### src/rtl/axi_lite_csr_responder.sv
// AXI-Lite register file: NUM_REGS x 32-bit CSRs with byte strobes and per-register write pulses.
// Build option: define AXI_LITE_CSR_SLVERR_EN to answer unmapped accesses with SLVERR instead of OKAY.

package fpga_pkg;

  typedef struct packed {
    logic [12:0] aw_addr;
    logic        aw_valid;
    logic [31:0] w_data;
    logic [3:0]  w_strb;
    logic        w_valid;
    logic        b_ready;
    logic [12:0] ar_addr;
    logic        ar_valid;
    logic        r_ready;
  } axi_lite_req_t;

  typedef struct packed {
    logic        aw_ready;
    logic        w_ready;
    logic        b_valid;
    logic [1:0]  b_resp;
    logic        ar_ready;
    logic        r_valid;
    logic [31:0] r_data;
    logic [1:0]  r_resp;
  } axi_lite_resp_t;

endpackage

module axi_lite_csr_responder
  import fpga_pkg::*;
#(
  parameter int          NUM_REGS  = 16,
  parameter logic [31:0] RESET_VAL = 32'h0
) (
  input  logic                     clk_i,
  input  logic                     rst_ni,
  input  axi_lite_req_t            axi_req_i,
  output axi_lite_resp_t           axi_resp_o,
  output logic [NUM_REGS*32-1:0]   regs_o,
  output logic [NUM_REGS-1:0]      wr_pulse_o
);

  localparam logic [1:0] RESP_OKAY = 2'b00;
`ifdef AXI_LITE_CSR_SLVERR_EN
  localparam logic [1:0] RESP_UNMAPPED = 2'b10;
`else
  localparam logic [1:0] RESP_UNMAPPED = 2'b00;
`endif

  typedef enum logic { W_IDLE, W_RESP } w_state_e;
  typedef enum logic { R_IDLE, R_RESP } r_state_e;

  function automatic logic [31:0] f_merge(input logic [31:0] old_val,
                                          input logic [31:0] new_val,
                                          input logic [3:0]  strb);
    logic [31:0] res;
    res = old_val;
    for (int b = 0; b < 4; b++) begin
      if (strb[b]) res[8*b +: 8] = new_val[8*b +: 8];
    end
    return res;
  endfunction

  function automatic logic f_mapped(input logic [10:0] idx);
    return ({21'd0, idx} < 32'(NUM_REGS));
  endfunction

  // ---------------------------------------------------------------- write path
  w_state_e    r_wstate, w_wstate_nxt;
  logic        r_aw_held, r_w_held;
  logic [12:0] r_aw_addr;
  logic [31:0] r_w_data;
  logic [3:0]  r_w_strb;
  logic [1:0]  r_b_resp;

  logic        w_aw_ready, w_w_ready;
  logic        w_aw_hs, w_w_hs, w_commit, w_b_hs;
  logic [12:0] w_wr_addr;
  logic [31:0] w_wr_data;
  logic [3:0]  w_wr_strb;
  logic [10:0] w_wr_idx;
  logic        w_wr_mapped;
  logic [NUM_REGS-1:0] w_wr_hit;

  always_comb begin
    w_wstate_nxt = r_wstate;
    w_aw_ready   = 1'b0;
    w_w_ready    = 1'b0;
    w_commit     = 1'b0;
    w_b_hs       = 1'b0;
    case (r_wstate)
      W_IDLE: begin
        w_aw_ready = !r_aw_held;
        w_w_ready  = !r_w_held;
        // Commit as soon as both halves are available, latched or arriving now.
        if ((r_aw_held || axi_req_i.aw_valid) && (r_w_held || axi_req_i.w_valid)) begin
          w_commit     = 1'b1;
          w_wstate_nxt = W_RESP;
        end
      end
      W_RESP: begin
        if (axi_req_i.b_ready) begin
          w_b_hs       = 1'b1;
          w_wstate_nxt = W_IDLE;
        end
      end
      default: w_wstate_nxt = W_IDLE;
    endcase
  end

  assign w_aw_hs     = w_aw_ready && axi_req_i.aw_valid;
  assign w_w_hs      = w_w_ready && axi_req_i.w_valid;
  assign w_wr_addr   = r_aw_held ? r_aw_addr : axi_req_i.aw_addr;
  assign w_wr_data   = r_w_held ? r_w_data : axi_req_i.w_data;
  assign w_wr_strb   = r_w_held ? r_w_strb : axi_req_i.w_strb;
  assign w_wr_idx    = w_wr_addr[12:2];
  assign w_wr_mapped = f_mapped(w_wr_idx);

  always_ff @(posedge clk_i or negedge rst_ni) begin
    if (!rst_ni) begin
      r_wstate  <= W_IDLE;
      r_aw_held <= 1'b0;
      r_w_held  <= 1'b0;
      r_b_resp  <= RESP_OKAY;
    end else begin
      r_wstate <= w_wstate_nxt;
      if (w_aw_hs) r_aw_held <= 1'b1;
      if (w_w_hs)  r_w_held  <= 1'b1;
      if (w_b_hs) begin
        r_aw_held <= 1'b0;
        r_w_held  <= 1'b0;
      end
      if (w_commit) r_b_resp <= w_wr_mapped ? RESP_OKAY : RESP_UNMAPPED;
    end
  end

  // Payload holding registers are qualified by the held flags, so they need no reset.
  always_ff @(posedge clk_i) begin
    if (w_aw_hs) r_aw_addr <= axi_req_i.aw_addr;
    if (w_w_hs) begin
      r_w_data <= axi_req_i.w_data;
      r_w_strb <= axi_req_i.w_strb;
    end
  end

  // ------------------------------------------------------------- register bank
  for (genvar k = 0; k < NUM_REGS; k++) begin : g_reg
    logic [31:0] r_reg;
    logic        r_pulse;

    assign w_wr_hit[k] = w_commit && w_wr_mapped && (w_wr_idx == 11'(k));

    always_ff @(posedge clk_i or negedge rst_ni) begin
      if (!rst_ni) begin
        r_reg   <= RESET_VAL;
        r_pulse <= 1'b0;
      end else begin
        r_pulse <= w_wr_hit[k];
        if (w_wr_hit[k]) r_reg <= f_merge(r_reg, w_wr_data, w_wr_strb);
      end
    end

    assign regs_o[32*k +: 32] = r_reg;
    assign wr_pulse_o[k]      = r_pulse;
  end

  // ----------------------------------------------------------------- read path
  r_state_e    r_rstate, w_rstate_nxt;
  logic [31:0] r_rdata;
  logic [1:0]  r_rresp;
  logic        w_ar_hs;
  logic [10:0] w_rd_idx;
  logic [31:0] w_rd_word;

  assign w_rd_idx = axi_req_i.ar_addr[12:2];

  // Unmapped indices match no register and therefore read as zero.
  always_comb begin
    w_rd_word = '0;
    for (int k = 0; k < NUM_REGS; k++) begin
      if (w_rd_idx == 11'(k)) w_rd_word = regs_o[32*k +: 32];
    end
  end

  always_comb begin
    w_rstate_nxt = r_rstate;
    w_ar_hs      = 1'b0;
    case (r_rstate)
      R_IDLE: begin
        if (axi_req_i.ar_valid) begin
          w_ar_hs      = 1'b1;
          w_rstate_nxt = R_RESP;
        end
      end
      R_RESP: begin
        if (axi_req_i.r_ready) w_rstate_nxt = R_IDLE;
      end
      default: w_rstate_nxt = R_IDLE;
    endcase
  end

  always_ff @(posedge clk_i or negedge rst_ni) begin
    if (!rst_ni) begin
      r_rstate <= R_IDLE;
      r_rdata  <= '0;
      r_rresp  <= RESP_OKAY;
    end else begin
      r_rstate <= w_rstate_nxt;
      if (w_ar_hs) begin
        r_rdata <= w_rd_word;
        r_rresp <= f_mapped(w_rd_idx) ? RESP_OKAY : RESP_UNMAPPED;
      end
    end
  end

  // ------------------------------------------------------------------- outputs
  always_comb begin
    axi_resp_o          = '0;
    axi_resp_o.aw_ready = w_aw_ready;
    axi_resp_o.w_ready  = w_w_ready;
    axi_resp_o.b_valid  = (r_wstate == W_RESP);
    axi_resp_o.b_resp   = r_b_resp;
    axi_resp_o.ar_ready = (r_rstate == R_IDLE);
    axi_resp_o.r_valid  = (r_rstate == R_RESP);
    axi_resp_o.r_data   = r_rdata;
    axi_resp_o.r_resp   = r_rresp;
  end

  logic w_unused_addr_lsbs;
  assign w_unused_addr_lsbs = ^{axi_req_i.aw_addr[1:0], axi_req_i.ar_addr[1:0], r_aw_addr[1:0]};

endmodule

### config.mk
export PLATFORM = sky130hd
export DESIGN_NAME = axi_lite_csr_responder
export DESIGN_NICKNAME = d
export VERILOG_FILES = /design/src/rtl/axi_lite_csr_responder.sv
export SDC_FILE = /design/constraint.sdc
export NUM_CORES = 1
export LEC_CHECK = 0
export BUFFER_PORTS_ARGS = -buffer_cell sky130_fd_sc_hd__clkbuf_2
export CELL_PAD_IN_SITES_DETAIL_PLACEMENT = 1
export CELL_PAD_IN_SITES_GLOBAL_PLACEMENT = 2
export CORE_MARGIN = 2
export CORE_UTILIZATION = 36
export DETAILED_ROUTE_END_ITERATION = 10
export PLACE_DENSITY = 0.88
export SYNTH_ARGS = -nofsm -noshare
export SYNTH_HDL_FRONTEND = slang
export SYNTH_SLANG_ARGS = --single-unit
### constraint.sdc
create_clock -name clk_i -period 2.62 [get_ports clk_i]
set_input_delay 0.131 -clock clk_i [delete_from_list [all_inputs] [get_ports clk_i]]
set_output_delay 0.131 -clock clk_i [all_outputs]
set_load 0.03 [all_outputs]
* Word-level counts from Yosys, hierarchy flattened
Index checks and enable logic that the tools add are counted.
** Storage, ports and cells
- Input port bits :: 69
- Flip-flop bits (word level) :: 613
- Memory bits (writable) :: 0
- Bits in latches :: 0
- Memories :: 0
- Output and inout port bits :: 569
- Memory bits (read-only) :: 0
- Word-level logic and storage cells :: 248
** Cells by class
- Add/sub/neg operators :: 0
- $lt $le $gt $ge :: 1
- Equality and inequality tests :: 30
- Shifts and indexed selects :: 0
- Divide/modulo/power cells :: 0
- Mux-type cells :: 35
- Multiply operators :: 0
- Reduce and logical (&&, ||, !) cells :: 92
- Bitwise gates (word level) :: 2
** Operators by type and width (count)
- two-way mux 32 bit :: 17
- equality test 11 x 4 -> 1 bit, second input constant :: 16
- AND reduction 2 bit :: 64
- equality test 11 x 3 -> 1 bit, second input constant :: 8
- equality test 11 x 2 -> 1 bit, second input constant :: 4
- equality test 11 x 1 -> 1 bit, second input constant :: 2
- logical NOT 11 bit :: 2
- logical AND 1 bit :: 20
- two-way mux 1 bit :: 14
- two-way mux 13 bit :: 1
- less-than comparator 11 x 5 -> 1 bit, second input constant :: 1
- two-way mux 4 bit :: 1
- case mux 1 bit (2 select lines) :: 2
- nonzero test 2 bit :: 2
- logical NOT 1 bit :: 2
- logical OR 1 bit :: 2
- inverter 1 bit :: 2

* Longest topological paths before layout
- Depth in word-level cells :: 17
- Mapped depth :: 10
- Depth with buffers taken out :: 6

* Worst setup path after synthesis
OpenSTA, ideal clock, no wires.
- Path type :: register -> register
- Start point :: register r_aw_addr[9]
- End point :: register g_reg[1].r_reg[0]
- Arrival :: 2.088 ns
- Setup slack :: 0.407 ns
- Cell stages (with the launch flop) :: 9
- Required time :: 2.495 ns
- Setup time :: 0.125 ns
- Buffers on the path :: 2
- Clock period less this slack :: 2.213 ns
- Cell sequence :: edfxtp_1 > nor4_1 > nand3_1 > a211o_1 > or2_1 > buf_6 > buf_12 > nor2_8 > mux2_4
** Between the ends
- Cells in the longest elaborated chain, start to end :: 5
- Elaborated cells on any way between the ends :: 6
- Classes of those cells :: order compare: 1; eq/ne: 1; mux: 1; reduce/logical: 3
** RTL lines
- start: declaration :: line 73 : logic [12:0] r_aw_addr;
- start signal: assignment :: line 141 : if (w_aw_hs) r_aw_addr <= axi_req_i.aw_addr;
- two-way mux 13 bit (*) :: line 115 : assign w_wr_addr = r_aw_held ? r_aw_addr : axi_req_i.aw_addr;
- less-than comparator 11 x 5 -> 1 bit :: line 67 : return ({21'd0, idx} < 32'(NUM_REGS));
- logical AND 1 bit :: line 153 : assign w_wr_hit[k] = w_commit && w_wr_mapped && (w_wr_idx == 11'(k));
- logical AND 1 bit (*) :: line 153
- AND reduction 2 bit (no line) (*)
- end signal: assignment :: line 161 : if (w_wr_hit[k]) r_reg <= f_merge(r_reg, w_wr_data, w_wr_strb);
- end: declaration :: line 150 : logic [31:0] r_reg;
Every way passes the cells marked *; elsewhere a longest branch is shown, timed or not.
A chain may end at the register's enable or synchronous reset.

* Worst setup path after layout
- Start point :: register r_aw_addr[9]
- End point :: register g_reg[8].r_reg[2]
** Between the ends
- Cells in the longest elaborated chain, start to end :: 5
- Elaborated cells on any way between the ends :: 6
- Classes of those cells :: order compare: 1; eq/ne: 1; mux: 1; reduce/logical: 3
** RTL lines (line)
- two-way mux 13 bit (*) :: 115
- less-than comparator 11 x 5 -> 1 bit :: 67
- logical AND 1 bit :: 153
- logical AND 1 bit (*) :: 153
- AND reduction 2 bit (no line) (*)
- end signal: assignment :: 161
- end: declaration :: 150
Marked as above.

==> impl_results.md <==
- Sw power: between 8 and 9 mW
- Critical path data arrival time: around 3.1 ns
- CP max stage delay: between 0.4 and 0.5 ns
- Post-Route WL: roughly 150 mm
- Max capacitance violation total: 0
- Clock sinks: between 600 and 700
- CTS Root Cell: clkbuf_16
- Internal power: approximately 17 mW
- CP Max Fanout: 8
- Main synth FF type: dfrtp_1
- Dpl hpwl: ~110 mm
- Layout cells sized above 1: 49.1%
- Slew headroom: around half
- FFs w/ async S/R, synth: between 90% and 100%
- Sw frac: 32.4%
- Final hold violation count: 0
- First-pass DRT Iterations: 5
- Worst hold path type: input port to asynchronous set/reset pin
- Seq/Total Area, Yosys: 53.2%
- Post-synth cell types: 68
- Post-Syn Area: 29200 sq um
- Max Root-Sink Buffers: 3
- Share of the synthesized area in the top cell type: 48.4%
- Final core occ: a little under half
- Cell area after placement: between 30000 and 40000 sq um
- Period utilization: about 99%
- CP Launch Type: flip-flop
- Die ar.: roughly 83000 sq um
- Post-detailed-route wirelength per cell: 34.6 um
- Total Routing Usage GR: 34.6%
- Flop pwr share: between 40 and 50%
- RSZ-0062 raised after global routing: yes
- Total power: 25.6 mW
- Final setup fails: 0
- Via density: approximately 6.0
- Total number of vias: 25700
- Die X: between 200 and 300 um
- Number of synthesized flops with an enable pin: 47
- Crit path kind: flip-flop to flip-flop
- First-pass GRT wire length: between 200 and 250 mm
- Antenna-violating nets left: 0
- Largest net degree at the start of global routing: 74
- Fin area: 38200 sq um
- Cell at the slowest stage of the critical path: edfxtp_1
- Core area: 80400 sq um
- Residual DRC: 0
- GP Congestion: between 0.9 and 1
- Combinational Power Share: 19.1%
- Worst Setup End Kind: flip-flop
- Worst skew pair latency: about 0.63 ns
- Largest register FFs: just over 500
- Average size of a mapped cell: between 10 and 15 sq um
- H-tree Lvls: 3
- Synthesized netlist cell count: ~2300
- Cell taking the most area after synthesis: dfrtp_1
- CTS tree: done
- Fmax: ~390 MHz
- Worst Path Required: 3.12 ns
- Synth warn: 0
- Initial Util: 36.3%
- Skew final: slightly above 0.03 ns
- Ranking of synthesized cells by area: dfrtp_1, mux2_2, edfxtp_1, nor2_8, a21oi_1
- Yosys reg bits: 611
- CTS Buf Count: just over 70
- Final nets: 3213
- Lkg Pwr: 19.5 nW
- Synth cell count leaders: dfrtp_1, mux2_2, a21oi_1, nand2_1, nor2_1
- Post-route minimum period: around 2.6 ns
- Port Buf Inserts: between 600 and 700
- Clock transition at the registers of the reported paths: roughly 0.06 ns
- Die Height: 289 um
- Vias in the first global route: 27000
- Power share of the clock group: between 40% and 50%
- Max Transition Viols Final: 0
- Initial detailed-routing violation count: about 2300
- I/O Pins: 638
- Initial antenna violation count: 5
- Worst-Margin Slew: around 0.73 ns
- Pwr dens: 670 nW/um^2
- Total grt overflow: 0
- Most frequent cell after synthesis: dfrtp_1
- Row count: 104
- Peak supply drop: ~0.56 mV
- Area Growth Syn to Fin: 31.0%
- Outcome: finished, final reports clean
- CP Cell Sequence: nor4_4, buf_4, nand3_2, a211o_4, or2_4, buf_12, nor2_8, mux2_2
[through the flow]
| step | hold WS, ns | std cells | setup TNS, ns | setup WS (ns) |
|---|---|---|---|---|
| floorplan | -0.165 | 2347 | 0 | 0.407 |
| global placement | 0.174 | 4073 | -55.06 | -0.175 |
| detailed placement | 0.180 | 4073 | -42.33 | -0.168 |
| CTS | 0.109 | 4262 | -0.0478 | -0.00932 |
| global route | 0.160 | 4262 | -0.175 | -0.0316 |
| finish | 0.127 | 4264 | 0 | 0.0348 |
[power by group through the flow]
stage | logic (mW) | clock network (mW) | registers (mW)
3_5_place_dp | 4.71 | 0 | 10.5
6_report | 4.89 | 10.4 | 10.3
2_1_floorplan | 2.15 | 0 | 10.8
3_3_place_gp | 4.62 | 0 | 10.4
4_1_cts | 4.82 | 10.5 | 10.3
5_1_grt | 5.06 | 10.8 | 10.3
[final timing paths]
kind,startpoint,to,slack [ns],cells after the start
max,r_aw_addr[9]$_DFFE_PP_,g_reg[8].r_reg[2]$_DFFE_PN0P_,0.03,8
min,rst_ni,g_reg[1].r_reg[18]$_DFFE_PN0P_,0.13,2
max reg2reg,r_aw_addr[9]$_DFFE_PP_,g_reg[8].r_reg[2]$_DFFE_PN0P_,0.03,8
min reg2reg,g_reg[12].r_reg[28]$_DFFE_PN0P_,g_reg[12].r_reg[28]$_DFFE_PN0P_,0.52,1
max in group asynchronous,rst_ni,r_rdata[6]$_DFFE_PN0P_,1.45,3
min in group clk_i,axi_req_i[1],r_rdata[24]$_DFFE_PN0P_,0.18,5
[layout make-up]
class                   count  area, sq um
multi-input cells        1544        12900
clock inverters            18          254
diodes                      2         5.00
repair buffers            903         6010
clock buffers             114         2160
inverters                  12         45.0
fillers                  8570        42200
well taps                1060         1330
flip-flops and latches    611        15500
[worst max-delay path, delay by kind of cell (launching register included)]
family	cells	cell delay [ns]
flip-flops	1	0.41
AO/OA/AOI/OAI	1	0.39
AND/OR/NAND/NOR	4	0.92
buffers and inverters	2	0.32
multiplexers	1	0.39
[kinds of logic after synthesis]
kind of cell	synth area share (%)
flip-flops	53.2
multiplexers	23.2
AO/OA/AOI/OAI	11.0
AND/OR/NAND/NOR	9.37
buffers and inverters	3.23
other	0.0128
[per-layer routing]
metal,track usage [%],wire length [um],part of all wire (%)
met1,41.7,55400,38
met2,56.7,69800,47
met3,6.79,11700,8.0
met4,21.8,10600,7.2
met5,0,33,0.022
[repair_timing]
action,4_1_cts,5_1_grt
hold endpoints to repair,111,0
pin swaps,9,7
endpoints found under the setup margin,448,434
hold buffers,53,0
resized for setup,12,26
setup buffers,4,0
[placed cells by master, fill, tap and decap left out, types with 23 or more instances in the layout]
cell / n
o22ai_1: 67
edfxtp_1: 47
buf_12: 52
clkbuf_16: 74
a21oi_1: 131
nand2_1: 113
o21ai_0: 85
dfrtp_1: 563
a22oi_1: 27
buf_4: 171
nor2_1: 109
nand3_1: 35
mux2_4: 30
nor3_1: 43
clkbuf_1: 24
mux2_2: 496
mux2_1: 32
dlygate4sd3_1: 53
nor2_8: 40
mux2i_1: 46
clkbuf_2: 624
o221ai_1: 23
Note: power is estimated with default switching activity, not from simulation.
